**src/rtl/frog_pkg.sv**
```systemverilog
// Shared frog constants: screen geometry, direction and state encodings.
package frog_pkg;

  localparam int unsigned FROG_SIZE = 32;
  localparam int unsigned H_MAX     = 640;
  localparam int unsigned V_MAX     = 480;

  localparam int unsigned POS_W   = 10;
  localparam int unsigned ARITH_W = 11;
  localparam int unsigned SCORE_W = 8;

  localparam int unsigned X_LIM = H_MAX - FROG_SIZE;
  localparam int unsigned Y_LIM = V_MAX - FROG_SIZE;

  typedef logic [2:0] dir_t;
  localparam dir_t DIR_NONE  = 3'd0;
  localparam dir_t DIR_UP    = 3'd1;
  localparam dir_t DIR_DOWN  = 3'd2;
  localparam dir_t DIR_LEFT  = 3'd3;
  localparam dir_t DIR_RIGHT = 3'd4;

  localparam logic [1:0] ST_ALIVE   = 2'd0;
  localparam logic [1:0] ST_DEAD    = 2'd1;
  localparam logic [1:0] ST_RESPAWN = 2'd2;

  // Resolve same-cycle presses: up > down > left > right.
  function automatic dir_t press_priority(input logic up, input logic down,
                                          input logic left, input logic right);
    dir_t d;
    d = DIR_NONE;
    if (up)         d = DIR_UP;
    else if (down)  d = DIR_DOWN;
    else if (left)  d = DIR_LEFT;
    else if (right) d = DIR_RIGHT;
    return d;
  endfunction

endpackage

```
**src/rtl/frog_controller_button_debouncer.sv**
```systemverilog
// Per-button synchronizer, debounce counter and press-edge pulse.
// Raw level to press pulse latency is DEBOUNCE_CYCLES+3 clocks.
module button_debouncer
  import frog_pkg::*;
#(
  parameter int unsigned DEBOUNCE_CYCLES = 250000
) (
  input  logic clk,
  input  logic rst_n,
  input  logic btn,
  output logic press
);

  localparam int unsigned CNT_W = (DEBOUNCE_CYCLES > 1) ? $clog2(DEBOUNCE_CYCLES) : 1;

  logic             sync_q1;
  logic             sync_q2;
  logic             level_q;
  logic             level_d;
  logic [CNT_W-1:0] cnt_q;

  // Synchronize, accept a level after a full stable window, then edge-detect.
  always_ff @(posedge clk or negedge rst_n) begin
    if (!rst_n) begin
      sync_q1 <= 1'b0;
      sync_q2 <= 1'b0;
      level_q <= 1'b0;
      level_d <= 1'b0;
      cnt_q   <= '0;
      press   <= 1'b0;
    end else begin
      sync_q1 <= btn;
      sync_q2 <= sync_q1;
      if (sync_q2 != level_q) begin
        if (cnt_q == CNT_W'(DEBOUNCE_CYCLES - 1)) begin
          level_q <= sync_q2;
          cnt_q   <= '0;
        end else begin
          cnt_q <= cnt_q + 1'b1;
        end
      end else begin
        cnt_q <= '0;
      end
      level_d <= level_q;
      press   <= level_q & ~level_d;
    end
  end

endmodule

```
**src/rtl/frog_controller.sv**
```systemverilog
// Frog position controller: debounced buttons -> frame-synchronous hops,
// bounds, cooldown, death/respawn and goal scoring.
// Optional macro FROG_WRAP_EN: horizontal moves wrap instead of blocking.
module frog_controller
  import frog_pkg::*;
#(
  parameter int unsigned STEP            = 32,
  parameter int unsigned START_X         = 304,
  parameter int unsigned START_Y         = 448,
  parameter int unsigned DEBOUNCE_CYCLES = 250000,
  parameter int unsigned HOP_FRAMES      = 8,
  parameter int unsigned DEAD_FRAMES     = 60
) (
  input  logic               clk,
  input  logic               rst_n,
  input  logic               btn_up,
  input  logic               btn_down,
  input  logic               btn_left,
  input  logic               btn_right,
  input  logic               frame_tick,
  input  logic               collision,
  output logic [POS_W-1:0]   frog_x,
  output logic [POS_W-1:0]   frog_y,
  output logic               frog_alive,
  output logic [SCORE_W-1:0] score
);

  localparam int unsigned COOL_W = (HOP_FRAMES > 0)  ? $clog2(HOP_FRAMES + 1)  : 1;
  localparam int unsigned DEAD_W = (DEAD_FRAMES > 0) ? $clog2(DEAD_FRAMES + 1) : 1;

  localparam logic [ARITH_W-1:0] STEP_A  = ARITH_W'(STEP);
  localparam logic [ARITH_W-1:0] X_LIM_A = ARITH_W'(X_LIM);
  localparam logic [ARITH_W-1:0] Y_LIM_A = ARITH_W'(Y_LIM);

  logic               press_up, press_down, press_left, press_right;
  dir_t               press_dir;

  logic [1:0]         state_q, state_nxt;
  logic [POS_W-1:0]   x_nxt, y_nxt;
  logic               alive_nxt;
  logic [SCORE_W-1:0] score_nxt;
  dir_t               pend_q, pend_nxt;
  logic [COOL_W-1:0]  cool_q, cool_nxt;
  logic [DEAD_W-1:0]  dead_q, dead_nxt;
  logic               goal_q, goal_nxt;
  logic [ARITH_W-1:0] x_a, y_a;

  button_debouncer #(.DEBOUNCE_CYCLES(DEBOUNCE_CYCLES)) u_db_up (
    .clk(clk), .rst_n(rst_n), .btn(btn_up), .press(press_up));
  button_debouncer #(.DEBOUNCE_CYCLES(DEBOUNCE_CYCLES)) u_db_down (
    .clk(clk), .rst_n(rst_n), .btn(btn_down), .press(press_down));
  button_debouncer #(.DEBOUNCE_CYCLES(DEBOUNCE_CYCLES)) u_db_left (
    .clk(clk), .rst_n(rst_n), .btn(btn_left), .press(press_left));
  button_debouncer #(.DEBOUNCE_CYCLES(DEBOUNCE_CYCLES)) u_db_right (
    .clk(clk), .rst_n(rst_n), .btn(btn_right), .press(press_right));

  assign press_dir = press_priority(press_up, press_down, press_left, press_right);
  assign x_a       = {1'b0, frog_x};
  assign y_a       = {1'b0, frog_y};

  // State and datapath registers.
  always_ff @(posedge clk or negedge rst_n) begin
    if (!rst_n) begin
      state_q    <= ST_ALIVE;
      frog_x     <= POS_W'(START_X);
      frog_y     <= POS_W'(START_Y);
      frog_alive <= 1'b1;
      score      <= '0;
      pend_q     <= DIR_NONE;
      cool_q     <= '0;
      dead_q     <= '0;
      goal_q     <= 1'b0;
    end else begin
      state_q    <= state_nxt;
      frog_x     <= x_nxt;
      frog_y     <= y_nxt;
      frog_alive <= alive_nxt;
      score      <= score_nxt;
      pend_q     <= pend_nxt;
      cool_q     <= cool_nxt;
      dead_q     <= dead_nxt;
      goal_q     <= goal_nxt;
    end
  end

  // Next-state: hop application, pending capture, death and respawn.
  always_comb begin
    state_nxt = state_q;
    x_nxt     = frog_x;
    y_nxt     = frog_y;
    alive_nxt = frog_alive;
    score_nxt = score;
    pend_nxt  = pend_q;
    cool_nxt  = cool_q;
    dead_nxt  = dead_q;
    goal_nxt  = goal_q;

    if (frame_tick && (cool_q != '0)) cool_nxt = cool_q - 1'b1;

    case (state_q)
      ST_ALIVE: begin
        if (collision) begin
          // Collision beats any same-cycle move or goal.
          state_nxt = ST_DEAD;
          alive_nxt = 1'b0;
          pend_nxt  = DIR_NONE;
          goal_nxt  = 1'b0;
          dead_nxt  = DEAD_W'(DEAD_FRAMES);
        end else begin
          if (frame_tick && goal_q) begin
            x_nxt    = POS_W'(START_X);
            y_nxt    = POS_W'(START_Y);
            goal_nxt = 1'b0;
          end else if (frame_tick && (pend_q != DIR_NONE)) begin
            pend_nxt = DIR_NONE;
            case (pend_q)
              DIR_UP: begin
                if (y_a >= STEP_A) begin
                  y_nxt    = POS_W'(y_a - STEP_A);
                  cool_nxt = COOL_W'(HOP_FRAMES);
                  if (y_a == STEP_A) begin
                    score_nxt = score + 1'b1;
                    goal_nxt  = 1'b1;
                  end
                end
              end
              DIR_DOWN: begin
                if ((y_a + STEP_A) <= Y_LIM_A) begin
                  y_nxt    = POS_W'(y_a + STEP_A);
                  cool_nxt = COOL_W'(HOP_FRAMES);
                end
              end
              DIR_LEFT: begin
                if (x_a >= STEP_A) begin
                  x_nxt    = POS_W'(x_a - STEP_A);
                  cool_nxt = COOL_W'(HOP_FRAMES);
                end else begin
`ifdef FROG_WRAP_EN
                  x_nxt    = POS_W'(X_LIM_A);
                  cool_nxt = COOL_W'(HOP_FRAMES);
`else
                  x_nxt    = frog_x;
`endif
                end
              end
              DIR_RIGHT: begin
                if ((x_a + STEP_A) <= X_LIM_A) begin
                  x_nxt    = POS_W'(x_a + STEP_A);
                  cool_nxt = COOL_W'(HOP_FRAMES);
                end else begin
`ifdef FROG_WRAP_EN
                  x_nxt    = '0;
                  cool_nxt = COOL_W'(HOP_FRAMES);
`else
                  x_nxt    = frog_x;
`endif
                end
              end
              default: ;
            endcase
          end
          // Capture at most one hop, only when idle and not cooling down.
          if ((pend_q == DIR_NONE) && (cool_q == '0) && (press_dir != DIR_NONE))
            pend_nxt = press_dir;
        end
      end
      ST_DEAD: begin
        if (dead_q == '0) begin
          state_nxt = ST_RESPAWN;
        end else if (frame_tick) begin
          dead_nxt = dead_q - 1'b1;
          if (dead_q == DEAD_W'(1)) state_nxt = ST_RESPAWN;
        end
      end
      ST_RESPAWN: begin
        if (frame_tick) begin
          x_nxt     = POS_W'(START_X);
          y_nxt     = POS_W'(START_Y);
          alive_nxt = 1'b1;
          state_nxt = ST_ALIVE;
        end
      end
      default: begin
        state_nxt = ST_ALIVE;
      end
    endcase
  end

endmodule

```
**config.mk**
```make
export PLATFORM = sky130hd
export DESIGN_NAME = frog_controller
export DESIGN_NICKNAME = d
export VERILOG_FILES = /design/src/rtl/frog_pkg.sv /design/src/rtl/frog_controller_button_debouncer.sv /design/src/rtl/frog_controller.sv
export SDC_FILE = /design/constraint.sdc
export NUM_CORES = 1
export LEC_CHECK = 0
export CAP_MARGIN = 25
export CORE_MARGIN = 10
export CORE_UTILIZATION = 54
export CTS_CLUSTER_DIAMETER = 60
export CTS_CLUSTER_SIZE = 28
export DETAILED_ROUTE_END_ITERATION = 8
export PLACE_DENSITY = 0.76
export SLEW_MARGIN = 40
export SYNTH_ARGS = -nofsm -noshare
export SYNTH_HDL_FRONTEND = slang
export SYNTH_SLANG_ARGS = --single-unit
```
**constraint.sdc**
```tcl
create_clock -name clk -period 2.1 [get_ports clk]
set_input_delay 0.63 -clock clk [delete_from_list [all_inputs] [get_ports clk]]
set_output_delay 0.63 -clock clk [all_outputs]
set_load 0.005 [all_outputs]
```
======== After elaboration in Yosys (flattened, before gate mapping) ========
Cells that the tools add are included.
operators by class
  add/sub/neg operators ................... 11
  $lt $le $gt $ge ......................... 4
  equality and inequality tests ........... 31
  multiplexer cells ....................... 61
  bitwise operators ....................... 10
  reduce and logical (&&, ||, !) cells .... 31
operator list
  kind                                                                 count
  two-way mux 18 bit                                                   8
  two-way mux 10 bit                                                   12
  one-hot mux 10 bit (2 select lines)                                  4
  adder 18 x 1 -> 18 bit (second input constant)                       4
  equality test 18 bit (second input constant)                         4
  two-way mux 4 bit                                                    9
  two-way mux 3 bit                                                    8
  adder 10 x 6 -> 11 bit (second input constant)                       2
  AND reduction 7 bit                                                  3
  nonzero test 3 bit                                                   7
  greater-or-equal comparator 10 x 6 -> 1 bit (second input constant)  2
  subtractor 10 x 6 -> 10 bit (second input constant)                  2
  two-way mux 6 bit                                                    3
  != test 4 bit (second input constant)                                4
  one-hot mux 4 bit (4 select lines)                                   1
  one-hot mux 6 bit (2 select lines)                                   1
  less-or-equal comparator 11 x 10 -> 1 bit (second input constant)    1
  less-or-equal comparator 11 x 9 -> 1 bit (second input constant)     1
  equality test 10 x 6 -> 1 bit (second input constant)                1
  two-way mux 2 bit                                                    5
  != test 2 bit (second input constant)                                5
  != test 3 bit (second input constant)                                3
  adder 8 x 1 -> 8 bit (second input constant)                         1
  two-way mux 1 bit                                                    8
  26 further kinds                                                     49
word-level totals
  register bits ........................... 137
  bits of input ports ..................... 8
  output and inout bits ................... 29
  word-level logic and storage cells ...... 181

======== Depth between registers and ports, before layout ========
  depth in word-level cells ............... 9
  mapped depth ............................ 8
  depth with buffers taken out ............ 8

======== Cells and area by module ========
Synthesis repeated with hierarchy kept, for this count alone.
second synthesis, totals
  cells, all modules ...................... 684
  area, all modules ....................... 6921.6 um^2
by module, submodules not included
  module            instances  cells each  area an instance (um^2)  seq. area each (um^2)
  button_debouncer  4          101         1086.0                   575.6
  frog_controller   1          280         2577.5                   909.6

======== Least setup slack after synthesis ========
No wires, ideal clock.
  path kind ............................... register -> register
  start point ............................. register frog_y[6]
  end point ............................... register frog_y[9]
  setup time .............................. 0.121 ns
  arrival ................................. 2.052 ns
  data required time ...................... 1.979 ns
  path slack .............................. -0.073 ns
  cell stages (with the launch flop) ...... 8
  buffers on the path ..................... 0
  period minus slack after synthesis ...... 2.173 ns
  path through ............................ dfstp_2 > inv_1 > ha_1 > a311o_1 > and3_1 > o211ai_2 > a21bo_2 > a22o_1
between the ends
  cells in the longest elaborated chain, start to end .. 7
  elaborated cells on any way between the ends .. 14
  those cells by class .................... add/sub: 2; order compare: 2; eq/ne: 2; mux: 7; reduce/logical: 1
RTL lines
  element                                                         RTL line               RTL
  start, declared                                                 frog_controller.sv:23  output logic [POS_W-1:0] frog_y,
  start signal, assigned                                          frog_controller.sv:66  frog_y <= POS_W'(START_Y);
  start signal, assigned                                          frog_controller.sv:76  frog_y <= y_nxt;
  branches (longest 7 deep; another with adder 10 x 6 -> 11 bit)  n/a
Several ways; the timed one is not identified. The select of a mux whose other input is x is not followed.
A chain may end at the register's enable or synchronous reset.

======== Worst setup path in the final report ========
  start point ............................. register frog_x[5]
  end point ............................... register frog_x[9]
between the ends
  cells in the longest elaborated chain, start to end .. 7
  elaborated cells on any way between the ends .. 14
  those cells by class .................... add/sub: 2; order compare: 2; eq/ne: 2; mux: 7; reduce/logical: 1
RTL lines
  element                                                         RTL line               RTL
  start, declared                                                 frog_controller.sv:22  output logic [POS_W-1:0] frog_x,
  start signal, assigned                                          frog_controller.sv:65  frog_x <= POS_W'(START_X);
  start signal, assigned                                          frog_controller.sv:75  frog_x <= x_nxt;
  branches (longest 7 deep; another with adder 10 x 6 -> 11 bit)  n/a
Several ways; the timed one is not identified. The select of a mux whose other input is x is not followed.

==> metrics.yaml <==
outcome: "finished, violations left"
violations: "negative setup slack"
viasPerCell: 5.57
port_buffers: 27
cts_tree: "yes"
yosys.area_share.simple: 0.236
crit_start: "frog_x[5]$_DFFE_PN1P_"
clkTransAtPathRegs_ns: 0.06
grt_pass1_wl_um: 21600
ir_drop_uv: 631
hold_viol_final: 0
met1_usage: 0.181
slew_headroom: 0.672
netlist.area_leader.share: 0.477
synth_top_family_by_area: "simple AND/OR/NAND/NOR gates"
grt_pass1_vias: 4861
rr_endpoint: "frog_x[9]$_DFFE_PN0P_"
diodes: 0
gr-total-overflow: 0
hold_path_class: "primary input to async pin"
p_leak_uw: 0.00350
start_util: 0.554
post-dp-hpwl_um: 8610
nets: 740
r2r_slack_ns: -0.01
wire_per_inst_um: 14.6
drive_above_1_share: 0.180
design_area_um2: 7890
synth_mux_area_frac: 0.0140
fin_crit_ns: 2.11
rsz0062_at_grt: "true"
nFillCells: 803
synth_ff_type: "dfrtp_1"
worst_ep_required_time_ns: 2.40
ys_types: 54
reg2reg_depth: 8
dpl_cell_area_um2: 6990
yosys_warnings: 0
final_core_util: 0.688
crit_arrival_ns: 2.41
fin_crit_sh: 1.01
worstPathMaxFanout: 6
h-tree-depth: 4
maxClockFrequency_mhz: 473
finalWorstSetupSlack_ns: -0.0132
wl_um: 12800
met2_usage: 0.269
drc_errors: 0
cp-end-kind: "flop"
synth_xor_area_frac: 0.116
die_w_um: 128
syn2layout_area_growth_pct: 24.3
gp_congestion: 0.810
synth-seq-area-share: 0.506
top_usage_layer: "met2"
synthArstFlopShare: 1.00
synthAdderAreaFrac: 0.0315
die_y_um: 128
pwr_density_cell_nw_per_um2: 999
critPathLaunchType: "flop"
antenna_left: 0
cts_sinks: 128
postSynthCellCount: 640
grt_max_degree: 46
synth_area_leaders: "dfrtp_1 48%, xnor2_1 7.3%, nor2_1 6.6%"
setup_viol: 2
synth_area_um2: 6350
tightestPinTransition_ns: 0.487
track_usage: 0.158
die_area_um2: 16500
multi_input_area_um2: 3060
firstDrtPassIters: 4
synth_area_per_cell_um2: 9.93
p_total_uw: 7890
coreArea_um2: 11500
root_buffer: "clkbuf_16"
synth_seq_cells: 128
num_vias: 4857
ioPinCount: 37
worstReg2RegStart: "frog_x[5]$_DFFE_PN1P_"
ff_latch_area_um2: 3220
maxCapViolCount: 0
drv_slew: 0
synth-edff-count: 0
synth_compound_area_frac: 0.0599
drt_iter0_drc: 301
fp-row-count: 39
worst-setup-path-type: "flop to flop"
insertion_delay_ns: 0.42
skew_ns: 0.00526
cts_made_buffers: 17
cts_buffer_depth: 2
grt_util_met3: 0.0398
grt_antenna_before_repair: 0
yosys.area.top_type: "dfrtp_1"
==> worst max-delay path, stage by stage, from the launching register on <==
cell and delay, ns:
dfstp_2 0.59, ha_4 0.16, nand3_2 0.09, xor2_1 0.15
a311o_1 0.35, buf_4 0.15, a31oi_4 0.25, nand2b_4 0.18
o31ai_1 0.07
==> area by class of cell <==
cell class	instances	share of cell area
Clock buffer	24	0.0661
Clock inverter	8	0.0217
Inverter	23	0.0109
Multi-Input combinational cell	472	0.388
Sequential cell	128	0.407
Tap cell	143	0.0227
Timing Repair Buffer	74	0.0834
==> cells by family (layout without fill, tap and decap cells) <==
| group | count (synthesis) | in the layout |
|---|---|---|
| AO/OA/AOI/OAI | 54 | 54 |
| XOR/XNOR | 84 | 84 |
| adder cells (fa/ha/maj) | 16 | 16 |
| buffers and inverters | 48 | 129 |
| flip-flops | 128 | 128 |
| multiplexers | 8 | 8 |
| other | 1 | 9 |
| AND/OR/NAND/NOR | 301 | 301 |
==> per-stage QoR <==
step,setup slack [ns],hold slack (ns),cells,setup TNS (ns)
3_3_place_gp,-0.251,0.332,828,-3.53
3_5_place_dp,-0.328,0.335,828,-4.47
4_1_cts,-0.0189,0.141,865,-0.0204
5_1_grt,-0.137,0.171,872,-0.719
2_1_floorplan,0.0141,0.331,648,0
6_report,-0.0132,0.143,872,-0.0254
==> cells in the final DEF (no fill, tap or decap), types with 13 or more instances in the layout <==
cell / n
a21oi_1: 13
buf_4: 43
clkbuf_16: 17
clkdlybuf4s50_1: 18
dfrtp_1: 118
inv_1: 20
nand2_1: 44
nand3_1: 34
nand4_1: 15
nor2_1: 111
nor3_1: 13
nor4_1: 15
o21ai_0: 13
xnor2_1: 53
xor2_1: 31
==> per-layer routing <==
metal,vias up,wire length [µm]
met5,-,0
met4,0,233
met3,23,505
met2,101,6530
met1,2404,5490
li1,2329,-
==> sequential cells by signal, summed over array words and instances, names as in the netlist, 2 cells and up <==
name              count
cool_q                4
dead_q                6
frog_x                6
frog_y                5
pend_q                3
score                 8
state_q               2
u_db_down.cnt_q      18
u_db_left.cnt_q      18
u_db_right.cnt_q     18
u_db_up.cnt_q        18
==> Yosys cell counts, types with 13 or more instances <==
cell / n
a21oi_1: 13
dfrtp_1: 121
ha_1: 16
inv_1: 23
nand2_1: 45
nand3_1: 36
nand4_1: 15
nor2_1: 111
nor2b_1: 13
nor3_1: 17
nor4_1: 15
o21ai_0: 13
xnor2_1: 53
xor2_1: 31
==> how the worst max path moves through the flow <==
stage | end | slack (ns) | cells after the start
3_5_place_dp | dead_q[5]$_DFFE_PN0P_ | -0.33 | 7
6_report | frog_x[9]$_DFFE_PN0P_ | -0.01 | 8
3_3_place_gp | dead_q[4]$_DFFE_PN0P_ | -0.25 | 7
4_1_cts | frog_x[5]$_DFFE_PN1P_ | -0.02 | 9
5_1_grt | frog_x[5]$_DFFE_PN1P_ | -0.14 | 9
2_1_floorplan | frog_y[9]$_DFFE_PN0P_ | 0.01 | 7
==> power by group <==
part           switching [µW]  total (µW)  internal, µW
clock                    1040        3370          2330
sequential                243        2960          2720
combinational             794        1560           762
total                    2080        7890          5810
==> repair_timing <==
| item | in CTS | in global routing |
|---|---|---|
| setup buffers | 5 | 7 |
| gates resized for setup | 14 | 23 |
| hold buffers | 0 | 0 |
| pin swaps | 5 | 8 |
| setup endpoints to repair | 15 | 15 |
Power figures use the tool's default switching activity.
